===== config.mk =====
export PLATFORM = sky130hd
export DESIGN_NAME = uart_tx_arb
export DESIGN_NICKNAME = d
export VERILOG_FILES = /design/src/rtl/uart_tx_arb.sv
export SDC_FILE = /design/constraint.sdc
export NUM_CORES = 1
export LEC_CHECK = 0
export BUFFER_PORTS_ARGS = -buffer_cell sky130_fd_sc_hd__buf_4
export CELL_PAD_IN_SITES_DETAIL_PLACEMENT = 1
export CELL_PAD_IN_SITES_GLOBAL_PLACEMENT = 1
export CORE_AREA = 3 3 71 86
export CTS_CLUSTER_SIZE = 8
export DETAILED_ROUTE_END_ITERATION = 10
export DIE_AREA = 0 0 74 89
export PLACE_DENSITY = 0.71
export SLEW_MARGIN = 30
export SYNTH_ARGS = -nofsm -noshare
export SYNTH_HDL_FRONTEND = slang
export SYNTH_SLANG_ARGS = --single-unit
export TNS_END_PERCENT = 5

===== constraint.sdc =====
create_clock -name clk -period 2 [get_ports clk]
set_clock_uncertainty 0.1 [all_clocks]
set_input_delay 0.1 -clock clk [delete_from_list [all_inputs] [get_ports clk]]
set_output_delay 0.1 -clock clk [all_outputs]
set_load 0.05 [all_outputs]

===== src/rtl/uart_tx_arb.sv =====
// Round-robin arbiter that feeds one shared UART TX frame engine.
// A granted byte is held, offered over valid/ready, and further grants are
// locked out until the frame engine has left idle and come back to it.
module uart_tx_arb #(
  parameter int NUM_REQ = 4,
  parameter int DATA_W  = 8,
  parameter int CNT_W   = 16
) (
  input  logic                        clk,
  input  logic                        arst_n,
  input  logic [NUM_REQ-1:0]          req_valid,
  input  logic [NUM_REQ*DATA_W-1:0]   req_data,
  output logic [NUM_REQ-1:0]          req_ready,
  output logic                        tx_valid,
  output logic [DATA_W-1:0]           tx_data,
  input  logic                        tx_ready,
  output logic [$clog2(NUM_REQ)-1:0]  gnt_id,
  output logic                        busy,
  output logic [CNT_W-1:0]            frames_sent
);

  localparam int ID_W = $clog2(NUM_REQ);

  typedef enum logic [1:0] {ARB, OFFER, DRAIN, FRAME} state_t;

  state_t            state, next_state;
  logic [ID_W-1:0]   rr_ptr;
  logic [ID_W-1:0]   win;
  logic              any;
  logic              grant;
  logic [DATA_W-1:0] hold_reg;

  // Rotating priority search starting just after the last winner; the
  // descending loop leaves the closest valid requester as the result.
  always_comb begin
    win = '0;
    any = 1'b0;
    for (int k = NUM_REQ; k >= 1; k--) begin
      if (req_valid[(int'(rr_ptr) + k) % NUM_REQ]) begin
        win = ID_W'((int'(rr_ptr) + k) % NUM_REQ);
        any = 1'b1;
      end
    end
  end

  assign grant = (state == ARB) && any;

  // State register.
  always_ff @(posedge clk or negedge arst_n) begin
    if (!arst_n) state <= ARB;
    else         state <= next_state;
  end

  // Next-state: OFFER waits for the handshake, DRAIN for the engine to leave
  // idle, FRAME for it to return to idle.
  always_comb begin
    next_state = state;
    case (state)
      ARB:     if (any)       next_state = OFFER;
      OFFER:   if (tx_ready)  next_state = DRAIN;
      DRAIN:   if (!tx_ready) next_state = FRAME;
      FRAME:   if (tx_ready)  next_state = ARB;
      default:                next_state = ARB;
    endcase
  end

  // Outputs decoded from state; the accept strobe is forced low while in reset.
  always_comb begin
    req_ready = '0;
    if (grant && arst_n) req_ready[win] = 1'b1;
    busy = (state != ARB);
  end

  // Grant capture, registered offer strobe and completed-frame counter.
  always_ff @(posedge clk or negedge arst_n) begin
    if (!arst_n) begin
      rr_ptr      <= ID_W'(NUM_REQ - 1);
      hold_reg    <= '0;
      gnt_id      <= '0;
      tx_valid    <= 1'b0;
      frames_sent <= '0;
    end else begin
      tx_valid <= (next_state == OFFER);
      if (grant) begin
        hold_reg <= req_data[int'(win)*DATA_W +: DATA_W];
        gnt_id   <= win;
        rr_ptr   <= win;
      end
      if (state == FRAME && tx_ready) frames_sent <= frames_sent + CNT_W'(1);
    end
  end

  // Held byte stays visible through the whole frame for the engine to sample.
  assign tx_data = hold_reg;

endmodule


# Word level (Yosys, flattened, before mapping)
# Cells that the tools add are included.
[classes]
bitwise_logic = 4
n_lt_le_gt_ge = 6
mul = 0
eq_ne = 4
muxes = 28
div_mod_pow = 0
n_addsub = 5
n_shift = 1
reduce_logical = 10
[op_table]
columns = ["cell", "count"]
rows = [
  ["$shiftx 32x6->8", 1],
  ["$add 16x1->16 const B", 1],
  ["$lt 3x4->1 const B", 4],
  ["$mux 2", 8],
  ["$mux 1", 13],
  ["$bmux 1 s2", 4],
  ["$pmux 2 s4", 1],
  ["$reduce_or 2->1", 4],
  ["$add 2x1->2 const B", 2],
  ["$add 2x2->2 const B", 2],
  ["$and 1x1->1 const A", 4],
  ["$eq 2x1->1 const B", 2],
  ["$eq 2x2->1 const B", 2],
  ["$logic_and 1x1->1", 4],
  ["$mux 4", 1],
  ["$lt 2x3->1 const B", 1],
  ["$demux 1 s2", 1],
  ["$ge 2x1->1 const B", 1],
  ["$logic_not 2->1", 1],
  ["$reduce_bool 2->1", 1],
]
[totals]
reg_bits = 31
out_inout_bits = 32
mem_bits_ro = 0
memories = 0
in_bits = 39
wordCells = 64
latchBits = 0
ram_bits = 0

# Depth between registers and ports, before layout
[logic_depth]
depth_word = 15
depth_mapped = 7
mapped_depth_nobuf = 6

# Least setup slack after synthesis
# Ideal clock, no wire load.
[synth_timing]
kind = "register to output"
start = "register rr_ptr[1]"
end = "output req_ready[0]"
t_arrival_ns = 2.620
n_path_buf = 2
t_required_ns = 1.800
slack_ns = -0.820
stages_incl_launch_ff = 7
cell_sequence = "dfstp_2 > mux2_1 > a32o_1 > buf_6 > a21o_4 > clkbuf_8 > nor3_1"
[synth_via]
elab_chain_len = 13
word_cells_on_any_way = 32
cone_classes = "add/sub: 4; order compare: 2; mux: 23; reduce/logical: 3"
[synth_lines]
columns = ["element", "line", "rtl"]
rows = [
  ["from (decl)", "27", "logic [ID_W-1:0] rr_ptr;"],
  ["from (signal assigned)", "77", "rr_ptr <= ID_W'(NUM_REQ - 1);"],
  ["from (signal assigned)", "87", "rr_ptr <= win;"],
  ["$add 2x1->2", "39, 40", ""],
  ["$bmux 1 s2", "39", "if (req_valid[(int'(rr_ptr) + k) % NUM_REQ]) begin"],
  ["$mux 1 (not written as such) (2 in series)", "39", ""],
  ["$mux 2 (4 in series)", "39", ""],
  ["$lt 2x3->1 (not written as such) or $ge 2x1->1 (tied branches)", "70", "if (grant && arst_n) req_ready[win] = 1'b1;"],
  ["$logic_and 1x1->1 (not written as such)", "70", ""],
  ["$mux 1 (not written as such)", "70", ""],
  ["$demux 1 s2", "70", ""],
  ["$mux 4 (*)", "70", ""],
  ["to (decl)", "13", "output logic [NUM_REQ-1:0] req_ready,"],
]
# Every way passes the cells marked *; elsewhere a longest branch is shown, timed or not. The select of a mux whose other input is x is not followed.

# Worst setup path after layout
[layout_timing]
start = "register rr_ptr[1]"
end = "output req_ready[3]"
# The elaborated chain is that of the path after synthesis.

==> results.ini <==
[logic_synthesis]
synth_edf_count = 0
yosysWarnings = 0
ys.flop_type = dfrtp_1
synth_commonest_cells = 29 x dfrtp_1, 24 x a211oi_1, 19 x nand2_1, 18 x nor2_1, 13 x xnor2_1
synth_cell_types = 33
yosys-top-cells-area = dfrtp_1 44%, a211oi_1 11%, xnor2_1 6.9%
yosysSeqAreaShare = 0.472
synth.largest_area_cell = dfrtp_1
async_reset_ff_frac = 1.00
synth_area_um2 = 1650
syn_inst = 168
yosysMostFrequentCell = dfrtp_1
synth_area_per_cell_um2 = 9.82
ys_ff_latch = 31
syn_nets = 208
synth_top_area_frac = 0.440

[critical_path]
cp_top_family = flip-flops
reg2reg_from = rr_ptr[1]$_DFFE_PN1P_
cp_slowest_stage_delay_ns = 0.56
cp_num_cells = 5
r2r-end = tx_data[7]$_DFFE_PN0P_
cp_max_fo = 6
crit_buf_inv = 1
crit_path_start_kind = register
slowest_stage = dfstp_2
worstPathCellList = mux2_4 > a32o_2 > a21o_4 > nor3b_4 > buf_6
cp-end-kind = output port
reg2reg_depth = 6
critical_path_class = register to output port
cp_data_arrival_time_ns = 1.91
rrSetupSlack_ns = -0.07
required_ns = 1.80

[flow_run]
cap_violations = 0

[clocking]
cts_tree = yes
ctsHtreeMaxLevel = 2
clock_sinks = 31
cts_buffers = 5
clk_latency_ns = 0.27
clockBufferDepth = 2
clk_pin_slew_ns = 0.06
cts_root_buf = clkbuf_8

[final_layout]
num-nets-final = 296
fill_cells = 611
drive_above_1_share = 0.438
syn_to_final_growth_pct = 54.5
diodes = 0

[place]
place.gp.congestion = 0.780
post-place-ws_ns = -0.0230
port_buffers = 70
hpwlAfterDp_mm = 3.59

[power]
p_seq_frac = 0.288
clkPwrFrac = 0.142
power_density_nw_per_um2 = 1350
netSwitchingFraction = 0.469
cell_internal_pwr_mw = 1.82
peakVddDrop_mv = 0.545
pwr-share-comb = 0.569
p_switching_mw = 1.61
total_leakage_power_nw = 1.22

[global_route]
antenna_found_initial = 0
first_global_vias = 1603
grt_overflow = 0
track_usage = 0.153
grt_pass1_wl_mm = 7.83
grt_max_degree = 32

[die]
die_w_um = 74
die_h_um = 89
core-area_um2 = 5330
io_pins = 71
row_count = 29
die-area_um2 = 6590
start_util = 0.309

[hold_path]
hold_end = tx_data[2]$_DFFE_PN0P_
hold-path-cell-count = 3
hp-start = req_data[26]
hp-class = input pin to register

[route]
drtPass1Iterations = 4
drt-total-wl_mm = 4.73
via_count = 1557
postRouteAntennaNets = 0
drtIter0Drc = 46
drc = 0
post_drt_wl_per_cell_um = 14.9
avgViaCountPerCell = 4.90

[timing]
hold_viol = 0
slew_viol_final = 0
fmax_ghz = 0.474
worstMarginPinSlew_ns = 0.403
fin_crit_ns = 2.11
period_share = 1.05
setup_viol = 10
slew-limit-headroom = 0.731
finalWorstSetupSlack_ns = -0.109
rsz0062_at_grt = yes
hold_slack_ns = 0.0486

[run_status]
status = complete, but fails checks
violations = setup timing

-- worst max path at each step --
stage | from | end | slack, ns
finish | rr_ptr[1]$_DFFE_PN1P_ | req_ready[3] | -0.11
detailed placement | rr_ptr[1]$_DFFE_PN1P_ | tx_data[7]$_DFFE_PN0P_ | -0.02
global placement | rr_ptr[1]$_DFFE_PN1P_ | req_ready[2] | 0.04
CTS | rr_ptr[1]$_DFFE_PN1P_ | req_ready[3] | -0.11
global route | rr_ptr[1]$_DFFE_PN1P_ | req_ready[0] | -0.20
floorplan | rr_ptr[1]$_DFFE_PN1P_ | req_ready[0] | -0.18
-- cells by family after synthesis --
| group | share of synthesized area |
|---|---|
| AOI/OAI and AO/OA | 0.152 |
| adders and majority gates | 0.00758 |
| muxes | 0.0553 |
| buffers and inverters | 0.0568 |
| xor gates and xnor gates | 0.0849 |
| and+or+nand+nor | 0.172 |
| DFF | 0.472 |
-- repair_timing --
action,CTS,global route
setup buffers,4,0
setup endpoints to repair,6,12
pin swaps,7,6
cloned,1,0
endpoints found under the hold margin,30,0
gates resized for setup,11,8
hold buffers,2,0
-- flip-flops by register name (all words and copies together) (netlist names) --
name,cells
rr_ptr,2
state,2
tx_data,8
tx_valid,1
frames_sent,16
gnt_id,2
-- metal layers --
metal	global-route usage	share of wire	vias up
li1	-	-	772
met1	0.189	0.43	733
met2	0.267	0.51	50
met3	0.0382	0.061	2
met4	0.0346	0.0053	0
met5	0	0	-
-- worst register-to-register path, delay by kind of cell, from the launching register on --
kind            cells  cell delay (ns)
compound gates      4             0.84
mux                 1             0.30
flops               1             0.56
buf+inv             1             0.17
-- metrics by stage --
| step | cell area, um2 | instances | TNS (ns) | util | power (mW) |
|---|---|---|---|---|---|
| 6_report | 2550 | 318 | -0.683 | 0.478 | 3.43 |
| 3_3_place_gp | 2320 | 304 | 0 | 0.436 | 2.78 |
| 4_1_cts | 2510 | 318 | -0.924 | 0.471 | 3.44 |
| 2_1_floorplan | 1700 | 168 | -0.757 | - | 2.27 |
| 5_1_grt | 2550 | 318 | -1.63 | 0.478 | 3.67 |
| 3_5_place_dp | 2320 | 304 | -0.0230 | 0.436 | 2.82 |
-- power groups by stage --
| stage | clock (mW) | sequential [mW] | combinational, mW |
|---|---|---|---|
| after floorplan | 0 | 1.50 | 0.770 |
| after global placement | 0 | 1.00 | 1.78 |
| after detailed placement | 0 | 1.01 | 1.81 |
| after CTS | 0.512 | 0.996 | 1.93 |
| after global routing | 0.545 | 1.02 | 2.10 |
| final | 0.489 | 0.990 | 1.96 |
-- cell usage in the layout, fill, tap and decap left out, types with 2 or more instances in the layout --
master / synthesis / layout
nor2b_1: 2 / 2
nor3b_4: 0 / 2
dlygate4sd3_1: 0 / 2
inv_1: 12 / 12
a21o_4: 1 / 2
a211oi_2: 0 / 8
clkbuf_8: 1 / 6
o21ai_0: 2 / 2
dfstp_2: 2 / 2
nand3_1: 5 / 5
nand4_1: 5 / 5
buf_4: 0 / 78
nor2_1: 18 / 18
dfrtp_1: 29 / 29
buf_6: 2 / 5
nand2_1: 19 / 19
nor3_4: 0 / 2
mux2i_1: 8 / 8
a211oi_1: 24 / 16
xor2_1: 3 / 3
and4_1: 2 / 2
xnor2_1: 13 / 13
-- layout make-up --
type | count | area (um2) | share of cell area
clock buffers | 6 | 82.6 | 0.0324
multi-input cells | 120 | 896 | 0.351
clock inverters | 1 | 5.00 | 0.00196
repair buffers | 85 | 662 | 0.260
well taps | 62 | 77.6 | 0.0304
flip-flops and latches | 31 | 778 | 0.305
inverters | 13 | 48.8 | 0.0191
Power figures use the tool's default switching activity.
